==> config.mk <==
export PLATFORM = sky130hd
export DESIGN_NAME = i2c_master
export DESIGN_NICKNAME = d
export VERILOG_FILES = /design/src/rtl/i2c_pkg.sv /design/src/rtl/i2c_clk_div.sv /design/src/rtl/i2c_master.sv
export SDC_FILE = /design/constraint.sdc
export NUM_CORES = 1
export LEC_CHECK = 0
export ABC_AREA = 1
export BUFFER_PORTS_ARGS = -buffer_cell sky130_fd_sc_hd__buf_2
export CAP_MARGIN = 25
export CORE_ASPECT_RATIO = 1.25
export CORE_MARGIN = 8
export CORE_UTILIZATION = 55
export CTS_BUF_LIST = sky130_fd_sc_hd__clkbuf_2
export CTS_CLUSTER_DIAMETER = 80
export DETAILED_ROUTE_END_ITERATION = 12
export GPL_ROUTABILITY_DRIVEN = 0
export PLACE_DENSITY_LB_ADDON = 0.25
export SLEW_MARGIN = 10
export SYNTH_ARGS = -nofsm -noshare
export SYNTH_HDL_FRONTEND = slang
export SYNTH_SLANG_ARGS = --single-unit
export TNS_END_PERCENT = 1
==> constraint.sdc <==
create_clock -name I_CLK -period 4 [get_ports I_CLK]
set_clock_uncertainty 0.15 [all_clocks]
set_input_delay 0.2 -clock I_CLK [delete_from_list [all_inputs] [get_ports I_CLK]]
set_output_delay 0.2 -clock I_CLK [all_outputs]
set_load 0.03 [all_outputs]
==> src/rtl/i2c_pkg.sv <==
// Shared types and constants for the single-master I2C controller.
package i2c_pkg;

   typedef enum logic [3:0] {
      IDLE,
      START,
      ADDR,
      ADDR_ACK,
      WDATA,
      WDATA_ACK,
      RDATA,
      RDATA_ACK,
      STOP
   } state_t;

   typedef logic [1:0] quarter_t;

   localparam quarter_t Q0 = 2'd0;
   localparam quarter_t Q1 = 2'd1;
   localparam quarter_t Q2 = 2'd2;
   localparam quarter_t Q3 = 2'd3;

   localparam logic I2C_WRITE = 1'b0;
   localparam logic I2C_READ  = 1'b1;

   // SCL is released only in the middle two quarters of a clocked bit slot.
   function automatic logic scl_release(input quarter_t q);
      return (q == Q1) || (q == Q2);
   endfunction

endpackage

==> src/rtl/i2c_clk_div.sv <==
// Quarter-period tick generator; a hold input freezes the count while a slave stretches SCL.
module i2c_clk_div #(
   parameter int CLK_DIV = 125
) (
   input  logic i_clk,
   input  logic i_reset,
   input  logic i_clr,
   input  logic i_hold,
   output logic o_tick
);

   localparam int W = (CLK_DIV > 1) ? $clog2(CLK_DIV) : 1;
   localparam logic [W-1:0] LOAD = W'(CLK_DIV - 1);

   logic [W-1:0] r_cnt;

   always_ff @(posedge i_clk) begin
      if (i_reset || i_clr) begin
         r_cnt <= LOAD;
      end else if (!i_hold) begin
         r_cnt <= (r_cnt == '0) ? LOAD : r_cnt - 1'b1;
      end
   end

   assign o_tick = !i_clr && !i_hold && (r_cnt == '0);

endmodule

==> src/rtl/i2c_master.sv <==
// Single-master I2C controller: one-byte write or read per transaction, open-drain SDA/SCL controls.
//
// state     | meaning
// IDLE      | lines released, waiting for I_START
// START     | SDA falls while SCL high, then SCL pulled low
// ADDR      | shift out {addr, rw}, MSB first
// ADDR_ACK  | SDA released, slave acknowledge sampled
// WDATA     | shift out write byte
// WDATA_ACK | SDA released, slave acknowledge sampled
// RDATA     | SDA released, shift in read byte
// RDATA_ACK | master releases SDA (NACK) to end the read
// STOP      | SDA rises while SCL high
module i2c_master
   import i2c_pkg::*;
#(
   parameter int CLK_DIV = 125
) (
   input  logic       I_CLK,
   input  logic       I_RESET,
   input  logic       I_START,
   input  logic       I_RW,
   input  logic [6:0] I_ADDR,
   input  logic [7:0] I_WDATA,
   input  logic       I_SDA_IN,
   input  logic       I_SCL_IN,
   output logic       O_SDA_T,
   output logic       O_SCL_T,
   output logic       O_BUSY,
   output logic       O_DONE,
   output logic       O_NACK,
   output logic [7:0] O_RDATA
);

   state_t     r_state, w_state_nxt;
   quarter_t   r_q, w_q_nxt;
   logic [2:0] r_bit, w_bit_nxt;

   logic       r_rw;
   logic [6:0] r_addr;
   logic [7:0] r_wdata;
   logic [7:0] r_shift;
   logic [7:0] r_rdata;
   logic       r_sample;
   logic       r_sda_t, r_scl_t, r_busy, r_done, r_nack;

   logic       w_tick, w_hold, w_clr, w_accept, w_end_slot;
   logic       w_sda_nxt, w_scl_nxt;
   logic [7:0] w_addr_byte;

   assign w_accept    = (r_state == IDLE) && I_START;
   assign w_end_slot  = w_tick && (r_q == Q3);
   assign w_clr       = (r_state == IDLE);
   assign w_hold      = (r_state != IDLE) && (r_q == Q1) && !I_SCL_IN;
   assign w_addr_byte = {r_addr, r_rw};

   i2c_clk_div #(
      .CLK_DIV (CLK_DIV)
   ) u_clk_div (
      .i_clk   (I_CLK),
      .i_reset (I_RESET),
      .i_clr   (w_clr),
      .i_hold  (w_hold),
      .o_tick  (w_tick)
   );

   always_ff @(posedge I_CLK) begin
      if (I_RESET) begin
         r_state <= IDLE;
         r_q     <= Q0;
         r_bit   <= 3'd0;
      end else begin
         r_state <= w_state_nxt;
         r_q     <= w_q_nxt;
         r_bit   <= w_bit_nxt;
      end
   end

   always_comb begin
      w_state_nxt = r_state;
      w_q_nxt     = r_q;
      w_bit_nxt   = r_bit;
      if (r_state == IDLE) begin
         if (I_START) begin
            w_state_nxt = START;
            w_q_nxt     = Q0;
            w_bit_nxt   = 3'd0;
         end
      end else if (w_tick) begin
         w_q_nxt = r_q + 2'd1;
         if (r_q == Q3) begin
            case (r_state)
               START:     w_state_nxt = ADDR;
               ADDR: begin
                  w_bit_nxt = r_bit + 3'd1;
                  if (r_bit == 3'd7) w_state_nxt = ADDR_ACK;
               end
               ADDR_ACK: begin
                  if (r_sample)              w_state_nxt = STOP;
                  else if (r_rw == I2C_READ) w_state_nxt = RDATA;
                  else                       w_state_nxt = WDATA;
               end
               WDATA: begin
                  w_bit_nxt = r_bit + 3'd1;
                  if (r_bit == 3'd7) w_state_nxt = WDATA_ACK;
               end
               WDATA_ACK: w_state_nxt = STOP;
               RDATA: begin
                  w_bit_nxt = r_bit + 3'd1;
                  if (r_bit == 3'd7) w_state_nxt = RDATA_ACK;
               end
               RDATA_ACK: w_state_nxt = STOP;
               STOP:      w_state_nxt = IDLE;
               default:   w_state_nxt = IDLE;
            endcase
         end
      end
   end

   // Line levels are decoded from the next state so the registered pins line up with the quarter.
   always_comb begin
      w_sda_nxt = 1'b1;
      w_scl_nxt = 1'b1;
      case (w_state_nxt)
         START: begin
            w_sda_nxt = (w_q_nxt == Q0) || (w_q_nxt == Q1);
            w_scl_nxt = (w_q_nxt != Q3);
         end
         ADDR: begin
            w_sda_nxt = w_addr_byte[3'd7 - w_bit_nxt];
            w_scl_nxt = scl_release(w_q_nxt);
         end
         WDATA: begin
            w_sda_nxt = r_wdata[3'd7 - w_bit_nxt];
            w_scl_nxt = scl_release(w_q_nxt);
         end
         ADDR_ACK, WDATA_ACK, RDATA, RDATA_ACK: begin
            w_sda_nxt = 1'b1;
            w_scl_nxt = scl_release(w_q_nxt);
         end
         STOP: begin
            w_sda_nxt = (w_q_nxt == Q2) || (w_q_nxt == Q3);
            w_scl_nxt = (w_q_nxt != Q0);
         end
         default: begin
            w_sda_nxt = 1'b1;
            w_scl_nxt = 1'b1;
         end
      endcase
   end

   always_ff @(posedge I_CLK) begin
      if (I_RESET) begin
         r_rw     <= 1'b0;
         r_addr   <= 7'd0;
         r_wdata  <= 8'd0;
         r_shift  <= 8'd0;
         r_rdata  <= 8'd0;
         r_sample <= 1'b0;
         r_sda_t  <= 1'b1;
         r_scl_t  <= 1'b1;
         r_busy   <= 1'b0;
         r_done   <= 1'b0;
         r_nack   <= 1'b0;
      end else begin
         r_sda_t <= w_sda_nxt;
         r_scl_t <= w_scl_nxt;
         r_busy  <= (w_state_nxt != IDLE);
         r_done  <= (r_state == STOP) && w_end_slot;
         if (w_accept) begin
            r_rw    <= I_RW;
            r_addr  <= I_ADDR;
            r_wdata <= I_WDATA;
            r_nack  <= 1'b0;
         end
         if (w_tick && (r_q == Q2)) begin
            r_sample <= I_SDA_IN;
            if (r_state == RDATA) r_shift <= {r_shift[6:0], I_SDA_IN};
         end
         if (w_end_slot) begin
            if ((r_state == ADDR_ACK) && r_sample) r_nack  <= 1'b1;
            if (r_state == WDATA_ACK)              r_nack  <= r_sample;
            if ((r_state == RDATA) && (r_bit == 3'd7)) r_rdata <= r_shift;
         end
      end
   end

   assign O_SDA_T = r_sda_t;
   assign O_SCL_T = r_scl_t;
   assign O_BUSY  = r_busy;
   assign O_DONE  = r_done;
   assign O_NACK  = r_nack;
   assign O_RDATA = r_rdata;

endmodule

==> results.sh, run 1 <==
export IMPL_peakVddDrop_mv=0.339
export IMPL_regArea_um2=1080
export IMPL_setup_ws_ns=1.24
export IMPL_multi_input_area_um2=1430
export IMPL_drt_pass1_iterations=4
export IMPL_cts_tree="built"
export IMPL_synth_async_reset_ratio_pct=0
export IMPL_rsz0062_at_grt="false"
export IMPL_slowest_stage="dfxtp_1"
export IMPL_wl_per_cell_um=12.3
export IMPL_fin_tns_setup_ns=0
export IMPL_die_h_um=96.1
export IMPL_hold_path_endpoint="O_RDATA[7]$_SDFFE_PP0P_"
export IMPL_drt_iter0_drc=203
export IMPL_worst_pin_slew_ns=0.712
export IMPL_io_buffers=33
export IMPL_design_area_um2=3260
export IMPL_utilization_pct=65.1
export IMPL_area_delta_synth_final_pct=15.5
export IMPL_hold_start="O_RDATA[7]$_SDFFE_PP0P_"
export IMPL_clkSinkCount=54
export IMPL_worst_setup_path_start_kind="flop"
export IMPL_yosysWarnings=0
export IMPL_drv_slew=0
export IMPL_crit_chain="nor2_1 -> nand2_4 -> clkinv_2 -> nand2_2 -> nand3_1 -> nand2_1 -> inv_1 -> ha_1 -> or2_2 -> nand4_1 -> nand3_1 -> nor2_1 -> nand2_1"
export IMPL_drt_antenna_violating_nets=0
export IMPL_r2r_end="O_SDA_T$_SDFF_PP1_"
export IMPL_nets=488
export IMPL_synth_top_area_share_pct=38.3
export IMPL_synth_main_ff_cell="dfxtp_1"
export IMPL_grt_usage_pct=17.4
export IMPL_gr_total_overflow=0
export IMPL_crit_path_end_kind="flop"
export IMPL_yosys_area_top_type="dfxtp_1"
export IMPL_fin_crit_ns=2.76
export IMPL_pwr_share_clk_pct=30.6
export IMPL_place_area_um2=2990
export IMPL_synthSimpleGateAreaFrac_pct=32.0
export IMPL_numCtsBuffers=5
export IMPL_finalCritPeriodShare_pct=68.9
export IMPL_reg2reg_slack_ns=1.24
export IMPL_clock_path_buffers=2
export IMPL_cellInternalPower_w=0.000710
export IMPL_synth_common_cells="nand2_1 (82), inv_1 (58), dfxtp_1 (54)"
export IMPL_synth_seq_area_share_pct=38.3
export IMPL_rows=29
export IMPL_hp_class="reg2reg"
export IMPL_start_util_pct=56.4
export IMPL_core_area_um2=5010
export IMPL_ff2ff_path_depth=13
export IMPL_dpl_hpwl_um=4460
export IMPL_path_max_fanout=31
export IMPL_seq_power_share_pct=58.4
export IMPL_synth_compound_area_share_pct=13.7
export IMPL_grt_pass1_wl_um=10800
export IMPL_root_buffer="clkbuf_2"
export IMPL_switching_share_pct=26.5
export IMPL_synth_seq_cells=54
export IMPL_synthXorXnorAreaFrac_pct=0.310
export IMPL_reg2reg_from="r_state[0]$_SDFF_PP0_"
export IMPL_finalHoldViolations=0
export IMPL_finalSetupViolations=0
export IMPL_cp_required_ns=4.25
export IMPL_ys_types=32
export IMPL_wirelength_um=6370
export IMPL_cpLargestDelayFamily="simple AND/OR/NAND/NOR gates"
export IMPL_pwr_share_comb_pct=11.0
export IMPL_relSlewSlack_pct=52.5
export IMPL_power_leakage_nw=1.54
export IMPL_netSwitchingPower_w=0.000257
export IMPL_cp_num_buf_inv=2
export IMPL_syn_num_nets=440
export IMPL_clock_latency_ns=0.45
export IMPL_syn_area_um2=2820
export IMPL_slowest_delay_ns=0.54
export IMPL_synth_edf_count=0
export IMPL_hold_depth=2
export IMPL_status="finished clean"
export IMPL_synth_most_common_cell="nand2_1"
export IMPL_crit_type="reg2reg"
export IMPL_drc=0
export IMPL_htreeDepth=2
export IMPL_grt_antenna_before_repair=0
export IMPL_die_area_um2=7700
export IMPL_drv_cap=0
export IMPL_max_freq_mhz=363
export IMPL_cts_clk_slew_worst_paths_ns=0.28
export IMPL_via_per_inst=5.12
export IMPL_synthCells=409
export IMPL_synth_adder_area_share_pct=4.43
export IMPL_drive_gt1_share_pct=15.3
export IMPL_syn_area_per_cell_um2=6.90
export IMPL_grt_max_degree=32
export IMPL_num_vias=2662
export IMPL_synth_area_mux_share_pct=0
export IMPL_die_x_um=80.1
export IMPL_place_ws_ns=1.29
export IMPL_io_pins=34
export IMPL_powerDensity_nw_per_um2=296
export IMPL_num_antenna_cells=0
export IMPL_worst_ep_arrival_time_ns=3.00
export IMPL_ctsResizeCount=0
export IMPL_n_fill_cell=451
export IMPL_post_cts_buffers=0
export IMPL_synth_top_family_by_area="simple AND/OR/NAND/NOR gates"
export IMPL_synth_area_leaders="dfxtp_1 (38%), nand2_1 (11%), inv_1 (7.7%)"
export IMPL_grt_pass1_vias=2453
==> cell type report <==
class	instances	area share [%]
Clock buffer	5	0.767
Clock inverter	3	1.50
Inverter	63	7.29
Multi-Input combinational cell	280	43.7
Sequential cell	54	33.1
Tap cell	62	2.38
Timing Repair Buffer	53	11.2
==> sequential cells by signal, indices dropped and copies added, names as in the netlist <==
| name | count |
|---|---|
| r_addr | 7 |
| O_SDA_T | 1 |
| r_q | 2 |
| O_SCL_T | 1 |
| O_DONE | 1 |
| r_sample | 1 |
| O_BUSY | 1 |
| r_wdata | 8 |
| O_NACK | 1 |
| r_bit | 3 |
| u_clk_div.r_cnt | 7 |
| O_RDATA | 8 |
| r_state | 4 |
| r_shift | 8 |
| r_rw | 1 |
==> stage by stage <==
step / power [W] / hold slack (ns) / std cells
6_report: 0.000966 / 0.310 / 520
5_1_grt: 0.00101 / 0.333 / 520
4_1_cts: 0.000976 / 0.313 / 520
3_5_place_dp: 0.000663 / 0.285 / 492
3_3_place_gp: 0.000662 / 0.279 / 492
2_1_floorplan: 0.000638 / 0.128 / 409
==> worst min-delay path: cells and delay by family, from the launching register on <==
kind	cells	cell delay, ns
buffers and inverters	1	0.04
AOI/OAI and AO/OA	1	0.05
DFF	1	0.37
==> placed cells by master (no fill, tap or decap) <==
cell	count
or2_2	3
nand3_1	34
dlygate4sd3_1	20
and2_1	1
clkbuf_2	5
a21oi_1	32
a211oi_1	1
nor3_2	1
or2_1	1
nand3_2	4
nand2_2	5
nor3_1	6
a21o_1	1
inv_1	58
nor2_4	2
clkinv_2	1
clkinvlp_4	1
buf_2	33
nor2_2	3
o21ai_2	1
ha_1	10
o21ai_1	8
nor2_1	45
nand2_1	82
nand4_1	2
xnor2_1	1
dfxtp_1	54
nand2_4	3
o21ai_0	31
a21oi_2	1
inv_8	1
bufinv_16	1
nand3b_1	1
inv_2	4
nor2_8	1
==> how the worst max path moves through the flow <==
| stage | from | endpoint | cells past startpoint | slack (ns) |
|---|---|---|---|---|
| 2_1_floorplan | u_clk_div.r_cnt[0]$_SDFFE_PP0N_ | O_SDA_T$_SDFF_PP1_ | 17 | 1.64 |
| 6_report | r_state[0]$_SDFF_PP0_ | O_SDA_T$_SDFF_PP1_ | 13 | 1.24 |
| 4_1_cts | u_clk_div.r_cnt[0]$_SDFFE_PP0N_ | O_SDA_T$_SDFF_PP1_ | 17 | 1.25 |
| 5_1_grt | r_q[1]$_SDFF_PP0_ | O_SDA_T$_SDFF_PP1_ | 18 | 1.02 |
| 3_5_place_dp | u_clk_div.r_cnt[0]$_SDFFE_PP0N_ | O_SDA_T$_SDFF_PP1_ | 17 | 1.29 |
| 3_3_place_gp | r_state[0]$_SDFF_PP0_ | O_SDA_T$_SDFF_PP1_ | 13 | 1.39 |
==> kinds of logic (layout without fill, tap and decap cells) <==
kind of cell | count (synthesis) | in the layout
buffers and inverters | 75 | 124
AOI/OAI and AO/OA | 75 | 75
adders and majority gates | 10 | 10
and+or+nand+nor | 194 | 194
DFF | 54 | 54
xor gates and xnor gates | 1 | 1
==> routing by layer <==
metal	vias up	track usage [%]	part of all wire, %	wire, um
li1	1389	-	-	-
met1	1207	19.9	44	2820
met2	55	30.4	49	3120
met3	11	3.27	4.8	306
met4	0	7.90	2.0	130
met5	-	0	0	0
==> what timing repair did <==
| item | CTS | global route |
|---|---|---|
| endpoints found under the setup margin | 0 | 0 |
| hold endpoints to repair | 27 | 0 |
| hold buffers | 20 | 0 |
==> power groups by stage <==
stage          clock (W)  sequential (W)  combinational [W]
2_1_floorplan          0        0.000574          0.0000639
3_3_place_gp           0        0.000573          0.0000888
3_5_place_dp           0        0.000573          0.0000897
5_1_grt         0.000321        0.000566           0.000120
6_report        0.000296        0.000564           0.000107
4_1_cts         0.000306        0.000564           0.000106
No activity file was read; power rests on OpenSTA's default activity.
==> run 2, diff against run 1 <==
--- a/config.mk
+++ b/config.mk
@@ -5,7 +5,7 @@
 export SDC_FILE = /design/constraint.sdc
 export NUM_CORES = 1
 export LEC_CHECK = 0
-export ABC_AREA = 1
+export ABC_AREA = 0
 export BUFFER_PORTS_ARGS = -buffer_cell sky130_fd_sc_hd__buf_2
 export CAP_MARGIN = 25
 export CORE_ASPECT_RATIO = 1.25
==> constraint.sdc (replaced) <==
create_clock -name I_CLK -period 2.6 [get_ports I_CLK]
set_clock_uncertainty 0.15 [all_clocks]
set_input_delay 0.13 -clock I_CLK [delete_from_list [all_inputs] [get_ports I_CLK]]
set_output_delay 0.13 -clock I_CLK [all_outputs]
set_load 0.03 [all_outputs]
==> results.sh, run 2 <==
export IMPL_status="finished clean"
export IMPL_grt_pass1_vias=2300
export IMPL_num_antenna_cells=0
export IMPL_crit_type="reg2reg"
export IMPL_hp_class="in2reg"
export IMPL_worst_pin_slew_ns=0.835
export IMPL_rows=28
export IMPL_utilization_pct=71.8
export IMPL_gr_total_overflow=0
export IMPL_syn_area_per_cell_um2=8.92
export IMPL_synth_adder_area_share_pct=4.84
export IMPL_clock_path_buffers=2
export IMPL_io_buffers=33
export IMPL_drc=0
export IMPL_nets=395
export IMPL_finalHoldViolations=0
export IMPL_wirelength_um=6030
export IMPL_htreeDepth=2
export IMPL_die_x_um=77.4
export IMPL_synth_area_mux_share_pct=11.3
export IMPL_core_area_um2=4620
export IMPL_path_max_fanout=5
export IMPL_grt_antenna_before_repair=0
export IMPL_powerDensity_nw_per_um2=414
export IMPL_dpl_hpwl_um=4120
export IMPL_synthSimpleGateAreaFrac_pct=22.5
export IMPL_cts_tree="built"
export IMPL_cts_clk_slew_worst_paths_ns=0.26
export IMPL_drt_pass1_iterations=4
export IMPL_via_per_inst=5.49
export IMPL_root_buffer="clkbuf_2"
export IMPL_clkSinkCount=54
export IMPL_place_area_um2=2950
export IMPL_die_h_um=92.7
export IMPL_worst_setup_path_start_kind="flop"
export IMPL_ys_types=51
export IMPL_numCtsBuffers=5
export IMPL_synth_async_reset_ratio_pct=0
export IMPL_grt_max_degree=48
export IMPL_synth_seq_cells=54
export IMPL_synth_most_common_cell="dfxtp_1"
export IMPL_crit_path_end_kind="flop"
export IMPL_drive_gt1_share_pct=28.5
export IMPL_synth_top_area_share_pct=41.8
export IMPL_die_area_um2=7170
export IMPL_rsz0062_at_grt="true"
export IMPL_synth_main_ff_cell="dfxtp_1"
export IMPL_synth_top_family_by_area="simple AND/OR/NAND/NOR gates"
export IMPL_drv_slew=0
export IMPL_peakVddDrop_mv=0.388
export IMPL_synthXorXnorAreaFrac_pct=2.03
export IMPL_yosys_area_top_type="dfxtp_1"
export IMPL_finalSetupViolations=0
export IMPL_yosysWarnings=0
export IMPL_layout_common_cells="dfxtp_1 (49), nand2_1 (45), nor2_1 (33), buf_2 (33), mux2i_1 (28)"
export IMPL_syn_area_um2=2590
export IMPL_start_util_pct=56.0
export IMPL_io_pins=34
export IMPL_wl_per_cell_um=14.2
export IMPL_cp_required_ns=2.81
export IMPL_syn_num_nets=321
export IMPL_drt_iter0_drc=124
export IMPL_synth_area_leaders="dfxtp_1 (42%), mux2i_1 (11%), nand2_1 (6.5%)"
export IMPL_num_vias=2333
export IMPL_worst_ep_arrival_time_ns=2.75
export IMPL_finalCritPeriodShare_pct=97.5
export IMPL_grt_usage_pct=17.0
export IMPL_fin_tns_setup_ns=0
export IMPL_max_freq_mhz=394
export IMPL_synth_compound_area_share_pct=14.5
export IMPL_drt_antenna_violating_nets=0
export IMPL_final_common_cell="dfxtp_1"
export IMPL_area_delta_synth_final_pct=28.2
export IMPL_synthCells=290
export IMPL_synth_common_cells="dfxtp_1 (54), nand2_1 (45), nor2_1 (35)"
export IMPL_synth_edf_count=0
export IMPL_power_leakage_nw=1.55
export IMPL_drv_cap=0
export IMPL_fin_crit_ns=2.54
export IMPL_synth_seq_area_share_pct=41.8
export IMPL_design_area_um2=3320
export IMPL_clock_latency_ns=0.45
export IMPL_relSlewSlack_pct=44.3
export IMPL_grt_pass1_wl_um=10100
[run 2: changes by cell type after synthesis, moves of 10 or more]
| cell | change |
|---|---|
| nand2_1 | -37 |
| a21oi_1 | -12 |
| mux2i_1 | +28 |
| inv_1 | -51 |
| nand3_1 | -27 |
| nor2_1 | -10 |
| o21ai_0 | -27 |
[run 2: kinds of logic after synthesis]
family	after synthesis
xor gates and xnor gates	6
muxes	29
buffers and inverters	20
adders and majority gates	10
DFF	54
and+or+nand+nor	119
AOI/OAI and AO/OA	52
[run 2: layout make-up]
cell class / count / area (um2)
Inverter: 7 / 26.3
Clock buffer: 6 / 30.0
Tap cell: 60 / 75.1
Fill cell: 377 / 1310
Multi-Input combinational cell: 216 / 1510
Timing Repair Buffer: 80 / 571
Clock inverter: 2 / 17.5
Sequential cell: 54 / 1090
[run 2: stage by stage]
stage	hold WS (ns)	cells	worst slack [ns]	power (W)
3_5_place_dp	0.227	392	-0.0745	0.00101
5_1_grt	0.0951	425	-0.0376	0.00144
4_1_cts	0.0815	421	0.000460	0.00137
2_1_floorplan	0.116	290	0.0153	0.000962
6_report	0.0602	425	0.0640	0.00137
3_3_place_gp	0.223	392	0.0446	0.00101
[run 2: repair_timing]
action	in CTS	in global routing
hold buffers	18	0
resized for setup	3	25
endpoints found under the setup margin	2	2
pin swaps	2	10
setup buffers	3	4
endpoints found under the hold margin	20	0
[run 2: worst max-delay path, stage by stage (launching register included)]
cell and delay (ns):
dfxtp_2 0.39, inv_2 0.08, ha_4 0.14, nor2b_4 0.19
and2_4 0.16, nand2_1 0.08, nor2_4 0.16, buf_4 0.13
a21oi_1 0.08, buf_4 0.15, ha_1 0.21, o21a_1 0.19
a211oi_2 0.23, o211ai_2 0.12
[run 2: final timing paths]
kind	slack, ns	start	endpoint	depth (start not counted)
worst max register to register	0.06	u_clk_div.r_cnt[0]$_SDFFE_PP0N_	O_SDA_T$_SDFF_PP1_	13
worst max-delay path	0.06	u_clk_div.r_cnt[0]$_SDFFE_PP0N_	O_SDA_T$_SDFF_PP1_	13
worst min-delay path	0.06	I_SCL_IN	u_clk_div.r_cnt[1]$_SDFFE_PP0N_	5
worst min register to register	0.33	r_addr[0]$_SDFFE_PP0P_	r_addr[0]$_SDFFE_PP0P_	2
[run 2: per-layer routing]
layer / global-route usage, % / up-vias / routed length, um
met5: 0 / - / 0
met4: 7.73 / 0 / 138
met3: 4.46 / 12 / 269
met2: 29.6 / 50 / 3040
met1: 18.9 / 1114 / 2580
li1: - / 1157 / -
[run 2: power breakdown]
group | internal, W | switching, W
Combinational | 0.0000756 | 0.0000863
Clock | 0.0000766 | 0.000268
Sequential | 0.000852 | 0.0000140
